===== src/rtl/conv_layer_scheduler.sv =====
// conv_layer_scheduler
//   Walks the conv2d engine through every filter of one layer. For each
//   neuron it copies K weights from the weight RAM into the engine, lets the
//   engine run, and moves every engine output pixel to its global address in
//   the feature-map RAM.
//
// Ports
//   clk, reset_n        clock (rising edge), asynchronous active-low reset
//   layer_start         start pulse from the layer controller (IDLE only)
//   layer_busy          high in every state except IDLE
//   layer_done          one-cycle pulse at the end of the layer
//   layer_error         sticky run timeout flag, cleared by the next start
//   neuron_idx          filter currently being processed
//   w_rd_en/addr/data   weight RAM read port (data one cycle after enable)
//   conv_w_wr_*         engine weight slot write port
//   conv_enable         engine enable level, high while running
//   conv_done           engine completion pulse
//   conv_output_*       engine output strobe, local address and pixel
//   conv_feature_map    engine output pixel value
//   fm_wr_*             feature-map RAM write port (registered)

module conv_layer_scheduler #(
    parameter int INPUT_WIDTH    = 64,
    parameter int INPUT_HEIGHT   = 64,
    parameter int WINDOW_SIZE    = 3,
    parameter int NUM_NEURONS    = 30,
    parameter int TIMEOUT_CYCLES = 2**20,
    localparam int K       = WINDOW_SIZE * WINDOW_SIZE,
    localparam int OUT_PIX = (INPUT_WIDTH - WINDOW_SIZE + 1) * (INPUT_HEIGHT - WINDOW_SIZE + 1),
    localparam int LAW     = (OUT_PIX > 1) ? $clog2(OUT_PIX) : 1,
    localparam int GAW     = (OUT_PIX * NUM_NEURONS > 1) ? $clog2(OUT_PIX * NUM_NEURONS) : 1,
    localparam int NIW     = (NUM_NEURONS > 1) ? $clog2(NUM_NEURONS) : 1,
    localparam int KW      = (K > 1) ? $clog2(K) : 1,
    localparam int WAW     = (NUM_NEURONS * K > 1) ? $clog2(NUM_NEURONS * K) : 1,
    localparam int TW      = (TIMEOUT_CYCLES > 1) ? $clog2(TIMEOUT_CYCLES) : 1
) (
    input  logic             clk,
    input  logic             reset_n,
    input  logic             layer_start,
    output logic             layer_busy,
    output logic             layer_done,
    output logic             layer_error,
    output logic [NIW-1:0]   neuron_idx,
    output logic             w_rd_en,
    output logic [WAW-1:0]   w_rd_addr,
    input  logic [15:0]      w_rd_data,
    output logic             conv_w_wr_en,
    output logic [KW-1:0]    conv_w_wr_idx,
    output logic [15:0]      conv_w_wr_data,
    output logic             conv_enable,
    input  logic             conv_done,
    input  logic             conv_output_valid,
    input  logic [LAW-1:0]   conv_output_addr,
    input  logic [15:0]      conv_feature_map,
    output logic             fm_wr_en,
    output logic [GAW-1:0]   fm_wr_addr,
    output logic [15:0]      fm_wr_data
);

    typedef enum logic [2:0] {
        S_IDLE,
        S_WLOAD,
        S_WLAST,
        S_RUN,
        S_NEXT,
        S_DONE
    } state_t;

    state_t          state, next_state;
    logic [KW-1:0]   k;
    logic [TW-1:0]   run_cnt;

    logic timeout_hit;
    logic last_neuron;
    logic last_k;

    assign timeout_hit = (run_cnt == TW'(TIMEOUT_CYCLES - 1));
    assign last_neuron = (neuron_idx == NIW'(NUM_NEURONS - 1));
    assign last_k      = (k == KW'(K - 1));

    // State register
    always_ff @(posedge clk or negedge reset_n) begin
        if (!reset_n) begin
            state <= S_IDLE;
        end else begin
            state <= next_state;
        end
    end

    // Next-state and control outputs. The weight write trails each read by one
    // cycle because the RAM returns data a cycle late, so slot k-1 is written
    // while address k is being read, and WLAST writes the final slot.
    always_comb begin
        next_state     = state;
        layer_done     = 1'b0;
        w_rd_en        = 1'b0;
        w_rd_addr      = '0;
        conv_w_wr_en   = 1'b0;
        conv_w_wr_idx  = '0;
        conv_enable    = 1'b0;
        layer_busy     = (state != S_IDLE);
        case (state)
            S_IDLE: begin
                if (layer_start) next_state = S_WLOAD;
            end
            S_WLOAD: begin
                w_rd_en   = 1'b1;
                w_rd_addr = WAW'(neuron_idx) * WAW'(K) + WAW'(k);
                if (k != '0) begin
                    conv_w_wr_en  = 1'b1;
                    conv_w_wr_idx = k - KW'(1);
                end
                if (last_k) next_state = S_WLAST;
            end
            S_WLAST: begin
                conv_w_wr_en  = 1'b1;
                conv_w_wr_idx = KW'(K - 1);
                next_state    = S_RUN;
            end
            S_RUN: begin
                conv_enable = 1'b1;
                if (conv_done)        next_state = S_NEXT;
                else if (timeout_hit) next_state = S_DONE;
            end
            S_NEXT: begin
                next_state = last_neuron ? S_DONE : S_WLOAD;
            end
            S_DONE: begin
                layer_done = 1'b1;
                next_state = S_IDLE;
            end
            default: next_state = S_IDLE;
        endcase
        conv_w_wr_data = conv_w_wr_en ? w_rd_data : 16'h0000;
    end

    // Neuron, weight-slot and run-timeout bookkeeping
    always_ff @(posedge clk or negedge reset_n) begin
        if (!reset_n) begin
            neuron_idx  <= '0;
            k           <= '0;
            run_cnt     <= '0;
            layer_error <= 1'b0;
        end else begin
            case (state)
                S_IDLE: begin
                    if (layer_start) begin
                        neuron_idx  <= '0;
                        k           <= '0;
                        layer_error <= 1'b0;
                    end
                end
                S_WLOAD: begin
                    if (!last_k) k <= k + KW'(1);
                end
                S_WLAST: begin
                    run_cnt <= '0;
                end
                S_RUN: begin
                    run_cnt <= run_cnt + TW'(1);
                    if (!conv_done && timeout_hit) layer_error <= 1'b1;
                end
                S_NEXT: begin
                    if (!last_neuron) begin
                        neuron_idx <= neuron_idx + NIW'(1);
                        k          <= '0;
                    end
                end
                default: ;
            endcase
        end
    end

    // Engine outputs are only accepted while running; a strobe arriving with
    // conv_done is still captured and lands one cycle later in NEXT.
    always_ff @(posedge clk or negedge reset_n) begin
        if (!reset_n) begin
            fm_wr_en   <= 1'b0;
            fm_wr_addr <= '0;
            fm_wr_data <= '0;
        end else begin
            fm_wr_en <= (state == S_RUN) && conv_output_valid;
            if ((state == S_RUN) && conv_output_valid) begin
                fm_wr_addr <= GAW'(neuron_idx) * GAW'(OUT_PIX) + GAW'(conv_output_addr);
                fm_wr_data <= conv_feature_map;
            end
        end
    end

endmodule


===== config.mk =====
export PLATFORM = sky130hd
export DESIGN_NAME = conv_layer_scheduler
export DESIGN_NICKNAME = d
export VERILOG_FILES = /design/src/rtl/conv_layer_scheduler.sv
export SDC_FILE = /design/constraint.sdc
export NUM_CORES = 1
export LEC_CHECK = 0
export CAP_MARGIN = 20
export CORE_MARGIN = 3
export CORE_UTILIZATION = 53
export CTS_BUF_LIST = sky130_fd_sc_hd__clkbuf_8 sky130_fd_sc_hd__clkbuf_16
export CTS_CLUSTER_SIZE = 16
export DETAILED_ROUTE_END_ITERATION = 10
export GPL_TIMING_DRIVEN = 1
export PLACE_DENSITY = 0.86
export SLEW_MARGIN = 20
export SYNTH_ARGS = -nofsm -noshare
export SYNTH_HDL_FRONTEND = slang
export SYNTH_SLANG_ARGS = --single-unit

===== constraint.sdc =====
create_clock -name clk -period 5.6 [get_ports clk]
set_input_delay 1.12 -clock clk [delete_from_list [all_inputs] [get_ports clk]]
set_output_delay 1.12 -clock clk [all_outputs]
set_load 0.05 [all_outputs]

Word level (Yosys, flattened, before mapping)
Cells that the tools add are included.
Widths: inputs -> output; s select.
Operators by class
  $add $sub $neg: 6
  multipliers: 2
  reduce and logical (&&, ||, !) cells: 14
  equal/unequal tests: 14
  multiplexer cells: 26
Operator list (number)
  $pmux 20 s2: 1
  $add 20x1->20 const B: 1
  $eq 20x20->1 const B: 1
  $add 17x12->17: 1
  $mux 16: 1
  $mux 4: 4
  $mul 5x10->15 const B: 1
  $mux 3: 5
  $pmux 3 s5: 1
  $pmux 4 s3: 1
  $mux 5: 2
  $ne 2x2->1 const B: 5
  $pmux 5 s2: 1
  $add 9x4->9: 1
  $mul 5x4->9 const B: 1
  $mux 9: 1
  $reduce_and 3->1: 3
  $pmux 4 s2: 1
  $eq 3x2->1 const B: 2
  $eq 3x3->1 const B: 2
  $mux 1: 6
  $reduce_bool 2->1: 3
  $reduce_bool 3->1: 2
  $add 5x1->5 const B: 1
  12 further kinds: 14
Storage, ports and cells
  bits of input ports: 49
  word-level logic and storage cells: 70
  output and inout port bits: 74
  register bits: 67

Logic depth before layout (Yosys ltp)
Gate-level depths: netlist (run 1).
  depth after elaboration: 4
  gate-level depth with buffers: 13
  depth with buffers taken out: 13

Least setup slack after synthesis (run 1)
Ideal clock, no wire load.
  path kind: reg-to-output
  start point: register neuron_idx[3]
  end point: output w_rd_addr[7]
  cell stages (with the launch flop): 10
  data required time: 4.480 ns
  buffers on the path: 0
  path slack: 1.195 ns
  arrival time: 3.285 ns
  cell sequence: dfrtp_1 ha_1 ha_1 ha_1 nor2b_1 o21ai_0 nand2b_1 a21o_1 a21oi_1 mux2i_1
On the way
  longest elaborated chain between the ends: 3
RTL lines
  start, declared: RTL line 43  | output logic [NIW-1:0] neuron_idx,
  start signal, assigned: RTL line 165  | neuron_idx <= neuron_idx + NIW'(1);
  $mul 5x4->9: RTL line 108  | w_rd_addr = WAW'(neuron_idx) * WAW'(K) + WAW'(k);
  $add 9x4->9: RTL line 108
  $mux 9: RTL line 102  | case (state)
  end, declared: RTL line 45  | output logic [WAW-1:0] w_rd_addr,
Every way passes these cells.

Worst setup path after layout (run 1)
  start point: register neuron_idx[0]
  end point: output w_rd_addr[7]
The elaborated chain is that of the path after synthesis.

==> metrics.csv, run 1 <==
metric;value;unit
synth unique cells;45;
Seq cells post-synth;67;
Syn Area/Cell;8.80;um^2
design area;5960;um^2
CTS Sinks;67;
final hold slack;0.478;ns
io pins;123;
critical path, cell by cell;ha_1 > ha_1 > ha_1 > nor2b_1 > o21ai_0 > nand2b_1 > a21o_1 > a21oi_1 > mux2i_1 > clkdlybuf4s50_1;
Synth Net Count;607;
final WL;11100;um
Max Cap Viol;0;
initial antenna violation count;0;
Comb power frac;61.8;%
ANT nets after route;0;
number of enable flip-flop cells after synthesis;0;
CP most frequent cell;ha_1;
via count;3938;
via/cell ratio;5.37;
max-slew violation count;0;
FF-to-FF End;fm_wr_addr[15]$_DFFE_PN0P_;
post-synth top area share;37.7;%
cell internal pwr;1.45;mW
CP startpoint kind;flip-flop;
post-synthesis sequential area ratio;37.7;%
post-route DRC violation count;0;
R2R Setup Slk;1.51;ns
Max stage delay on crit path;0.83;ns
core area;7930;um^2
post_cts resized;0;
Post-CTS Repair Setup Buffers;0;
P_leak;2.87;nW
hold path depth;2;
Net Sw Power;1.54;mW
clock power share;13.4;%
Final Util;75.2;%
Worst VDD drop;0.462;mV
vias in the first global route;3990;
Slowest-stage cell, CP;clkdlybuf4s50_1;
final setup fails;0;
Overflow after GRT;0;
Fin Setup TNS;0;ns
CTS tree;done;
WP data required;4.48;ns
Iteration-0 DRC Markers;181;
Power per Cell Area;501;nW/um^2
clk_skew;0.00937;ns
Final HPWL DP;8290;um
H-tree level count;3;
register clock-pin slew on the reported worst setup and hold paths;0.07;ns
number of placed instances, taps included;718;
critical path arrival;3.74;ns
CTS Buffer Depth;2;
Switching Share;51.4;%
min Tclk post-route;4.86;ns
std cell rows;32;
CTS Buf Count;9;
ys flop type;dfrtp_1;
Cells after Synth;506;
Placer Congestion;0.834;
Die Area;9540;um^2
dpl cell area;5760;um^2
largest net degree at the start of global routing;68;
most frequent cell after synthesis;nand2_1;
CP Capture Type;output pin;
Crit Path Class;flip-flop to output pin;
DRT Pass-1 Iters;4;
RSZ-0062 raised after global routing;no;
most instantiated cells after synthesis;nand2_1 (93), dfrtp_1 (67), ha_1 (45), nor2_1 (45), inv_1 (31);
outcome;finished clean;
Worst R2R Path Depth;13;
part of the power in registers;24.8;%
synth top area cells;dfrtp_1 (38%), ha_1 (13%), nand2_1 (7.8%), xor2_1 (5.5%), nor2_1 (3.8%);
Final Hold Viols;0;
first-pass GRT wire length;19100;um
# hold bufs at CTS;0;
RR Startpoint;neuron_idx[2]$_DFFE_PN0P_;
fin cells;734;
final period utilization;86.7;%
Syn. warnings;0;
Fill cells;583;
Max Clk Rate;206;MHz
Port Buffers;122;
share of layout cells above drive strength 1;4.11;%
fraction of registers with async set/reset;100;%
initial core utilization;56.2;%
Die Wd;97.7;um
CP endpoint;w_rd_addr[7];
Slew @ Worst Pin;0.840;ns
area of the mapped netlist;4450;um^2
P&R area growth vs syn;33.9;%
Max-slew headroom;44.0;%
Total GRT Usage;24.1;%
Synth area leader;dfrtp_1;
Root Driver;clkbuf_8;
worst hold path class;flip-flop to flip-flop;
CP Max Fanout;12;
worst-skew pair later-pin latency;0.35;ns
WL per Instance;15.1;um
Die Span Y;97.7;um
ant diodes;0;
crit path launch;neuron_idx[0]$_DFFE_PN0P_;
Nets;729;
[metrics by stage]
stage	setup WS (ns)	power, mW
2_1_floorplan	1.19	1.97
4_1_cts	0.763	2.99
5_1_grt	0.566	3.16
6_report	0.743	2.99
3_5_place_dp	1.14	2.57
3_3_place_gp	1.30	2.53
[per-layer routing]
metal  vias up  wire length [um]  global-route usage (%)  part of all wire [%]
met5         -                 0                       0                     0
met4         0               259                    9.58                   2.3
met3        23               377                    3.02                   3.4
met2        95              5620                    41.4                    51
met1      1887              4810                    30.7                    43
li1       1933                 -                       -                     -
[worst min-delay path by stage]
stage,startpoint,to,slack (ns)
2_1_floorplan,run_cnt[1]$_DFFE_PN0P_,run_cnt[1]$_DFFE_PN0P_,0.47
6_report,fm_wr_data[3]$_DFFE_PN0P_,fm_wr_data[3]$_DFFE_PN0P_,0.48
3_5_place_dp,fm_wr_data[3]$_DFFE_PN0P_,fm_wr_data[3]$_DFFE_PN0P_,0.47
5_1_grt,fm_wr_data[4]$_DFFE_PN0P_,fm_wr_data[4]$_DFFE_PN0P_,0.49
4_1_cts,fm_wr_data[3]$_DFFE_PN0P_,fm_wr_data[3]$_DFFE_PN0P_,0.48
3_3_place_gp,fm_wr_data[15]$_DFFE_PN0P_,fm_wr_data[15]$_DFFE_PN0P_,0.46
[worst max-delay path, delay by kind of cell (launching register included)]
| kind | cells | cell delay [ns] |
|---|---|---|
| flops | 1 | 0.63 |
| buf+inv | 1 | 0.83 |
| fa+ha+maj | 3 | 0.94 |
| simple gates | 2 | 0.28 |
| mux | 1 | 0.22 |
| compound gates | 3 | 0.49 |
[power groups by stage]
stage          Clock [mW]  Sequential, mW  Combinational (mW)
2_1_floorplan           0            1.06               0.909
5_1_grt             0.432           0.761                1.97
3_5_place_dp            0           0.746                1.83
6_report            0.402           0.740                1.85
4_1_cts             0.405           0.737                1.85
3_3_place_gp            0           0.735                1.79
[cell families after synthesis]
| kind of cell | count (synthesis) | synth area share [%] |
|---|---|---|
| buffers and inverters | 45 | 3.85 |
| AND/OR/NAND/NOR | 220 | 22.9 |
| multiplexers | 3 | 0.702 |
| XOR/XNOR | 39 | 7.67 |
| adder cells (fa/ha/maj) | 52 | 15.8 |
| AO/OA/AOI/OAI | 80 | 11.4 |
| flip-flops | 67 | 37.7 |
[cell usage in the layout (no fill, tap or decap), drive strengths merged, types with 3 or more instances in the layout]
cell type and instances:
nand2b 7, nand3 19, a21o 4, xor2 28
nor2b 5, o21ai 32, o21a 3, and3 7
buf 4, clkdlybuf4s50 121, nand4 5, a211oi 4
fa 7, nor3 6, nand2 93, a21oi 18
dfrtp 67, o21bai 6, nor2 46, ha 45
inv 33, and2 23, clkbuf 11, o22ai 3
and4 4, xnor2 11
[layout make-up]
cell class | instances | area (um^2) | area share, %
well taps | 102 | 128 | 2.14
repair buffers | 125 | 1240 | 20.8
multi-input cells | 394 | 2610 | 43.7
flip-flops and latches | 67 | 1680 | 28.1
clock inverters | 4 | 42.5 | 0.714
inverters | 31 | 116 | 1.95
clock buffers | 11 | 151 | 2.54
[sequential cells by signal, summed over array words and instances, names as in the netlist]
register and cells:
k 4, run_cnt 20, state 3, layer_error 1
fm_wr_en 1, neuron_idx 5, fm_wr_data 16, fm_wr_addr 17
(Power assumes the default switching activity.)
==> inputs of run 2 (changes only) <==
- TNS_END_PERCENT: unset -> 50
==> results of run 2 <==
Final layout, timing and power as in run 1 (identical DEF).
